--- src/rtl/delay_probe.sv ---
// -----------------------------------------------------------------------------
// delay_probe
//
// Measures the round-trip delay of an external delay line in clk cycles.
// Each measurement toggles `launch` exactly once and counts cycles until the
// synchronized `echo` comes back to the same level. If the line and the probe
// disagree when a measurement is requested (echo_s != launch), the probe waits
// in SETTLE for them to agree before launching. Both waits are bounded by
// TIMEOUT; an expired wait reports result=TIMEOUT with the timeout flag set.
//
// Parameters:
//   CW      - counter / result width in bits
//   TIMEOUT - largest count before a measurement aborts (>= 1)
//   SYNC    - number of synchronizer flops on echo (>= 2)
//
// Ports:
//   clk     - single clock, rising edge
//   rst     - asynchronous reset, active low
//   start   - measurement request, sampled only in IDLE
//   launch  - registered drive into the delay line input
//   echo    - delay line output, asynchronous to clk
//   busy    - high whenever the probe is not IDLE
//   done    - registered one-cycle completion pulse
//   result  - last measured cycle count (held until the next done)
//   timeout - last measurement aborted (held until the next done)
// -----------------------------------------------------------------------------
module delay_probe #(
    parameter int unsigned     CW      = 16,
    parameter logic [CW-1:0]   TIMEOUT = {CW{1'b1}},
    parameter int unsigned     SYNC    = 2
) (
    input  logic          clk,
    input  logic          rst,
    input  logic          start,
    output logic          launch,
    input  logic          echo,
    output logic          busy,
    output logic          done,
    output logic [CW-1:0] result,
    output logic          timeout
);

    typedef enum logic [1:0] {
        ST_IDLE   = 2'd0,
        ST_SETTLE = 2'd1,
        ST_WAIT   = 2'd2,
        ST_DONE   = 2'd3
    } state_e;

    state_e          state_q,   state_d;
    logic [SYNC-1:0] sync_q,    sync_d;
    logic            launch_q,  launch_d;
    logic [CW-1:0]   count_q,   count_d;
    logic [CW-1:0]   result_q,  result_d;
    logic            timeout_q, timeout_d;
    logic            done_q,    done_d;

    // Only the last synchronizer stage may be looked at by the FSM.
    logic echo_s;
    assign echo_s = sync_q[SYNC-1];

    // Line and probe agree: the last launch edge has propagated back.
    logic line_match;
    assign line_match = (echo_s == launch_q);

    // -------------------------------------------------------------------------
    // State register
    // -------------------------------------------------------------------------
    // NOTE: every flop here is assigned with <= so all registers sample the
    // pre-edge values computed by the combinational block, regardless of
    // statement order.
    always_ff @(posedge clk or negedge rst) begin
        if (!rst) begin
            state_q   <= ST_IDLE;
            sync_q    <= '0;
            launch_q  <= 1'b0;
            count_q   <= '0;
            result_q  <= '0;
            timeout_q <= 1'b0;
            done_q    <= 1'b0;
        end else begin
            state_q   <= state_d;
            sync_q    <= sync_d;
            launch_q  <= launch_d;
            count_q   <= count_d;
            result_q  <= result_d;
            timeout_q <= timeout_d;
            done_q    <= done_d;
        end
    end

    // -------------------------------------------------------------------------
    // Next-state and datapath
    // -------------------------------------------------------------------------
    always_comb begin
        // NOTE: every signal written below gets a hold/default value first, so
        // no path through the case statement leaves one unassigned (no latch).
        state_d   = state_q;
        sync_d    = {sync_q[SYNC-2:0], echo};
        launch_d  = launch_q;
        count_d   = count_q;
        result_d  = result_q;
        timeout_d = timeout_q;
        done_d    = 1'b0;

        case (state_q)
            ST_IDLE: begin
                if (start) begin
                    count_d = '0;
                    if (line_match) begin
                        launch_d = ~launch_q;
                        state_d  = ST_WAIT;
                    end else begin
                        state_d  = ST_SETTLE;
                    end
                end
            end

            // The line still carries an edge we did not launch in this
            // measurement; wait for it to settle before toggling launch.
            ST_SETTLE: begin
                if (line_match) begin
                    launch_d = ~launch_q;
                    count_d  = '0;
                    state_d  = ST_WAIT;
                end else if (count_q == TIMEOUT) begin
                    result_d  = TIMEOUT;
                    timeout_d = 1'b1;
                    done_d    = 1'b1;
                    state_d   = ST_DONE;
                end else begin
                    count_d = count_q + CW'(1);
                end
            end

            // count is the number of edges since launch toggled, so the
            // synchronizer latency is included in the reported delay.
            ST_WAIT: begin
                if (line_match) begin
                    result_d  = count_q;
                    timeout_d = 1'b0;
                    done_d    = 1'b1;
                    state_d   = ST_DONE;
                end else if (count_q == TIMEOUT) begin
                    result_d  = TIMEOUT;
                    timeout_d = 1'b1;
                    done_d    = 1'b1;
                    state_d   = ST_DONE;
                end else begin
                    count_d = count_q + CW'(1);
                end
            end

            ST_DONE: begin
                state_d = ST_IDLE;
            end

            default: begin
                state_d = ST_IDLE;
            end
        endcase
    end

    // -------------------------------------------------------------------------
    // Outputs
    // -------------------------------------------------------------------------
    always_comb begin
        busy = (state_q != ST_IDLE);
    end

    assign launch  = launch_q;
    assign done    = done_q;
    assign result  = result_q;
    assign timeout = timeout_q;

endmodule
--- config.mk ---
export PLATFORM = sky130hd
export DESIGN_NAME = delay_probe
export DESIGN_NICKNAME = d
export VERILOG_FILES = /design/src/rtl/delay_probe.sv
export SDC_FILE = /design/constraint.sdc
export NUM_CORES = 1
export LEC_CHECK = 0
export CAP_MARGIN = 20
export CORE_MARGIN = 3
export CORE_UTILIZATION = 48
export CTS_BUF_LIST = sky130_fd_sc_hd__clkbuf_16
export DETAILED_ROUTE_END_ITERATION = 7
export PLACE_DENSITY = 0.7
export SYNTH_ARGS = -nofsm -noshare
export SYNTH_HDL_FRONTEND = slang
export SYNTH_SLANG_ARGS = --single-unit
--- constraint.sdc ---
create_clock -name clk -period 3 [get_ports clk]
set_clock_uncertainty 0.2 [all_clocks]
set_input_delay 0.6 -clock clk [delete_from_list [all_inputs] [get_ports clk]]
set_output_delay 0.6 -clock clk [all_outputs]
set_load 0.1 [all_outputs]
==> summary.txt <==
Routing
  • Remaining DRCs: 0
  • Drt initial violations: 156
  • Post-route ant nets: 0
  • TritonRoute pass-1 iters: 4
  • Via count: 1623
  • Routed WL: 4.322 mm
  • Via/cell ratio: 6.195
  • Avg WL per Cell: 16.50 um

STA
  • Slew HR: 43.62%
  • Final Cycle Share: 85.73%
  • Worst Hold Slack: 0.1588 ns
  • Final hold vios: 0
  • Max Clk Rate: between 300 and 400 MHz
  • Min Tclk post-route: 2.572 ns
  • Final setup TNS: 0 ns
  • Worst-margin pin slew: roughly 0.85 ns
  • # setup viols final: 0
  • Max-slew violation count: 0
  • RSZ-0062 raised after global routing: false

Die
  • Num rows: 22
  • Die H: 70.16 um
  • Die width: 70.16 um
  • Number of I/O pins: 24
  • Die area: 4922 um^2
  • Initial core utilization: 52.01%
  • Core area: 3799 um^2

Worst setup path
  • Crit path required time: 3.01 ns
  • R2r setup slk: between 0.4 and 0.5 ns
  • Crit end category: register
  • Worst setup SP type: register
  • Reg-to-reg startpoint: state_q[0]$_DFFE_PN0P_
  • Crit path DAT: 2.58 ns
  • R2R depth: 6
  • Worst r2r dst: count_q[4]$_DFFE_PN0P_
  • Crit-path max FO: 24
  • CP Class: reg -> reg

Cells and area
  • Fin cells: 262
  • Area added between synthesis and finish: 17.99%
  • ANT cells: 0
  • Area of the multi-input gates: 925.9 um^2
  • Layout Nets: 222
  • Commonest non-fill, non-tap cell in the layout: dfrtp_1
  • Layout cells sized above 1: about 17%
  • Commonest non-fill, non-tap cells in the layout: dfrtp_1 (39), buf_4 (25), o22a_1 (16)
  • FF+latch area: just under 1000 um^2
  • Filler Cell Count: 310

GRT
  • All-Layer GR Usage: between 10% and 20%
  • Total congestion overflow: 0
  • First-pass GRT wire length: 7.410 mm
  • Largest net degree at the start of global routing: 40
  • Number of global-route vias before repair: 1533
  • Initial antenna violation count: 0

Logic synthesis
  • Async set or reset register ratio after synthesis: 100.0%
  • EDFF count, synth: 0
  • Mapped Cells: 189
  • Seq/Total Area, Yosys: roughly half
  • Count of state elements after synthesis: 39
  • Netlist Area Pre-Place: 1976 um^2
  • Post-synthesis net count: 198
  • Distinct cells, synth: between 40 and 50
  • Syn. warnings: 0
  • Avg Cell Area, Syn: 10.45 um^2
  • Main flop type after synthesis: dfrtp_1

Clock tree
  • Clock Path Buffers: 2
  • Cts repair resizes: 0
  • Clk pin slew, worst setup/hold paths: 0.06 ns
  • Root cell of the clock tree: clkbuf_16
  • CTS Hold Bufs: 0
  • Clk sink count: 39
  • Total clock buffers created by CTS: 5
  • CTS H-tree lvls: 2
  • Number of post-CTS setup repair buffers: 0
  • Clock Latency Late Sink: 0.28 ns
  • CTS tree: yes

Placed design
  • Placer Congestion: a little over 0.9
  • Detailed Place HPWL: 2.943 mm
  • Inst Count DP: between 200 and 300
  • PortBufs: 23

Worst hold path
  • Worst min path class: reg -> reg
  • Min-Delay Endpoint: sync_q[1]$_DFF_PN0_
  • Min-delay src: sync_q[0]$_DFF_PN0_
  • WHS Path Cells: 0

Status
  • Status: completed

Flow run
  • MaxCap Viol Count: 0
==> flip-flops by register name, summed over array words and instances (netlist names) <==
| register | cells |
|---|---|
| done | 1 |
| state_q | 2 |
| result | 16 |
| sync_q | 2 |
| count_q | 16 |
| launch | 1 |
| timeout | 1 |
==> cell type report <==
| type | instances | share of cell area [%] |
|---|---|---|
| inverter | 5 | 0.8052 |
| clock inverter | 3 | 0.5368 |
| tap | 48 | 2.576 |
| multi-input combinational | 134 | 39.72 |
| timing repair buffer | 28 | 9.125 |
| sequential | 39 | 41.87 |
| clock buffer | 5 | 5.368 |
==> critical path: stages, from the launching register on <==
cell	delay, ns
dfrtp_1	0.42
inv_1	0.10
ha_1	0.29
nor2b_1	0.21
a211o_1	0.55
or4_1	0.57
a21oi_1	0.15
==> layer usage <==
metal  GRT usage, %  vias up  wire length (um)
met2          29.59       38              2101
met3          5.036        5               199
li1               -      782                 -
met1          25.07      798              1973
met5              0        -                 0
met4          6.809        0                49
==> worst max-delay path by stage <==
stage | from | endpoint | slack (ns) | cells after the start
floorplan | launch$_DFFE_PN0P_ | count_q[6]$_DFFE_PN0P_ | 0.29 | 6
global placement | start | count_q[4]$_DFFE_PN0P_ | 0.30 | 5
detailed placement | start | count_q[4]$_DFFE_PN0P_ | 0.21 | 5
CTS | state_q[0]$_DFFE_PN0P_ | count_q[4]$_DFFE_PN0P_ | 0.47 | 6
global route | state_q[0]$_DFFE_PN0P_ | count_q[15]$_DFFE_PN0P_ | 0.28 | 6
finish | state_q[0]$_DFFE_PN0P_ | count_q[4]$_DFFE_PN0P_ | 0.43 | 6
==> logic make-up (layout without fill, tap and decap cells) <==
kind of cell	Yosys count	count (layout)	share of synthesized area, %
AOI/OAI and AO/OA	64	64	23.12
xor gates and xnor gates	2	2	0.8868
adders and majority gates	5	5	3.167
buffers and inverters	16	41	3.737
DFF	39	39	49.40
muxes	4	4	2.027
and+or+nand+nor	59	59	17.67
==> synthesized netlist by cell type (2+ instances only) <==
cell       n  area [um^2]
inv_1      5        18.77
o31ai_1    5        37.54
o21ai_1    4        20.02
mux2i_1    4        40.04
and4_1     2        17.52
nand4_1    6        37.54
ha_1       5        62.56
clkbuf_1   5        18.77
o21ai_0    7        35.03
nand2_1   12        45.04
o22a_1    16        140.1
o211ai_1   2        15.01
buf_2      5        25.02
nor4_1     7        43.79
a21oi_1   13        65.06
o21bai_1   3        22.52
or3_1      3        18.77
nor3_1     3        15.01
nor2_1     5        18.77
dfrtp_1   39        975.9
or4_1      6        45.04
nand3_1    5        25.02
a211oi_1   2        15.01
==> per-stage QoR <==
| stage | worst slack, ns | cell area (um^2) | utilization (%) |
|---|---|---|---|
| 2_1_floorplan | 0.2919 | 1976 | - |
| 4_1_cts | 0.4733 | 2331 | 61.36 |
| 5_1_grt | 0.2811 | 2331 | 61.36 |
| 3_3_place_gp | 0.2987 | 2193 | 57.74 |
| 3_5_place_dp | 0.2079 | 2193 | 57.74 |
| 6_report | 0.4280 | 2331 | 61.36 |
Power is left out: the tool's default activity adds up to more than one toggle a clock period on the data nets, which glitch-free logic cannot reach.
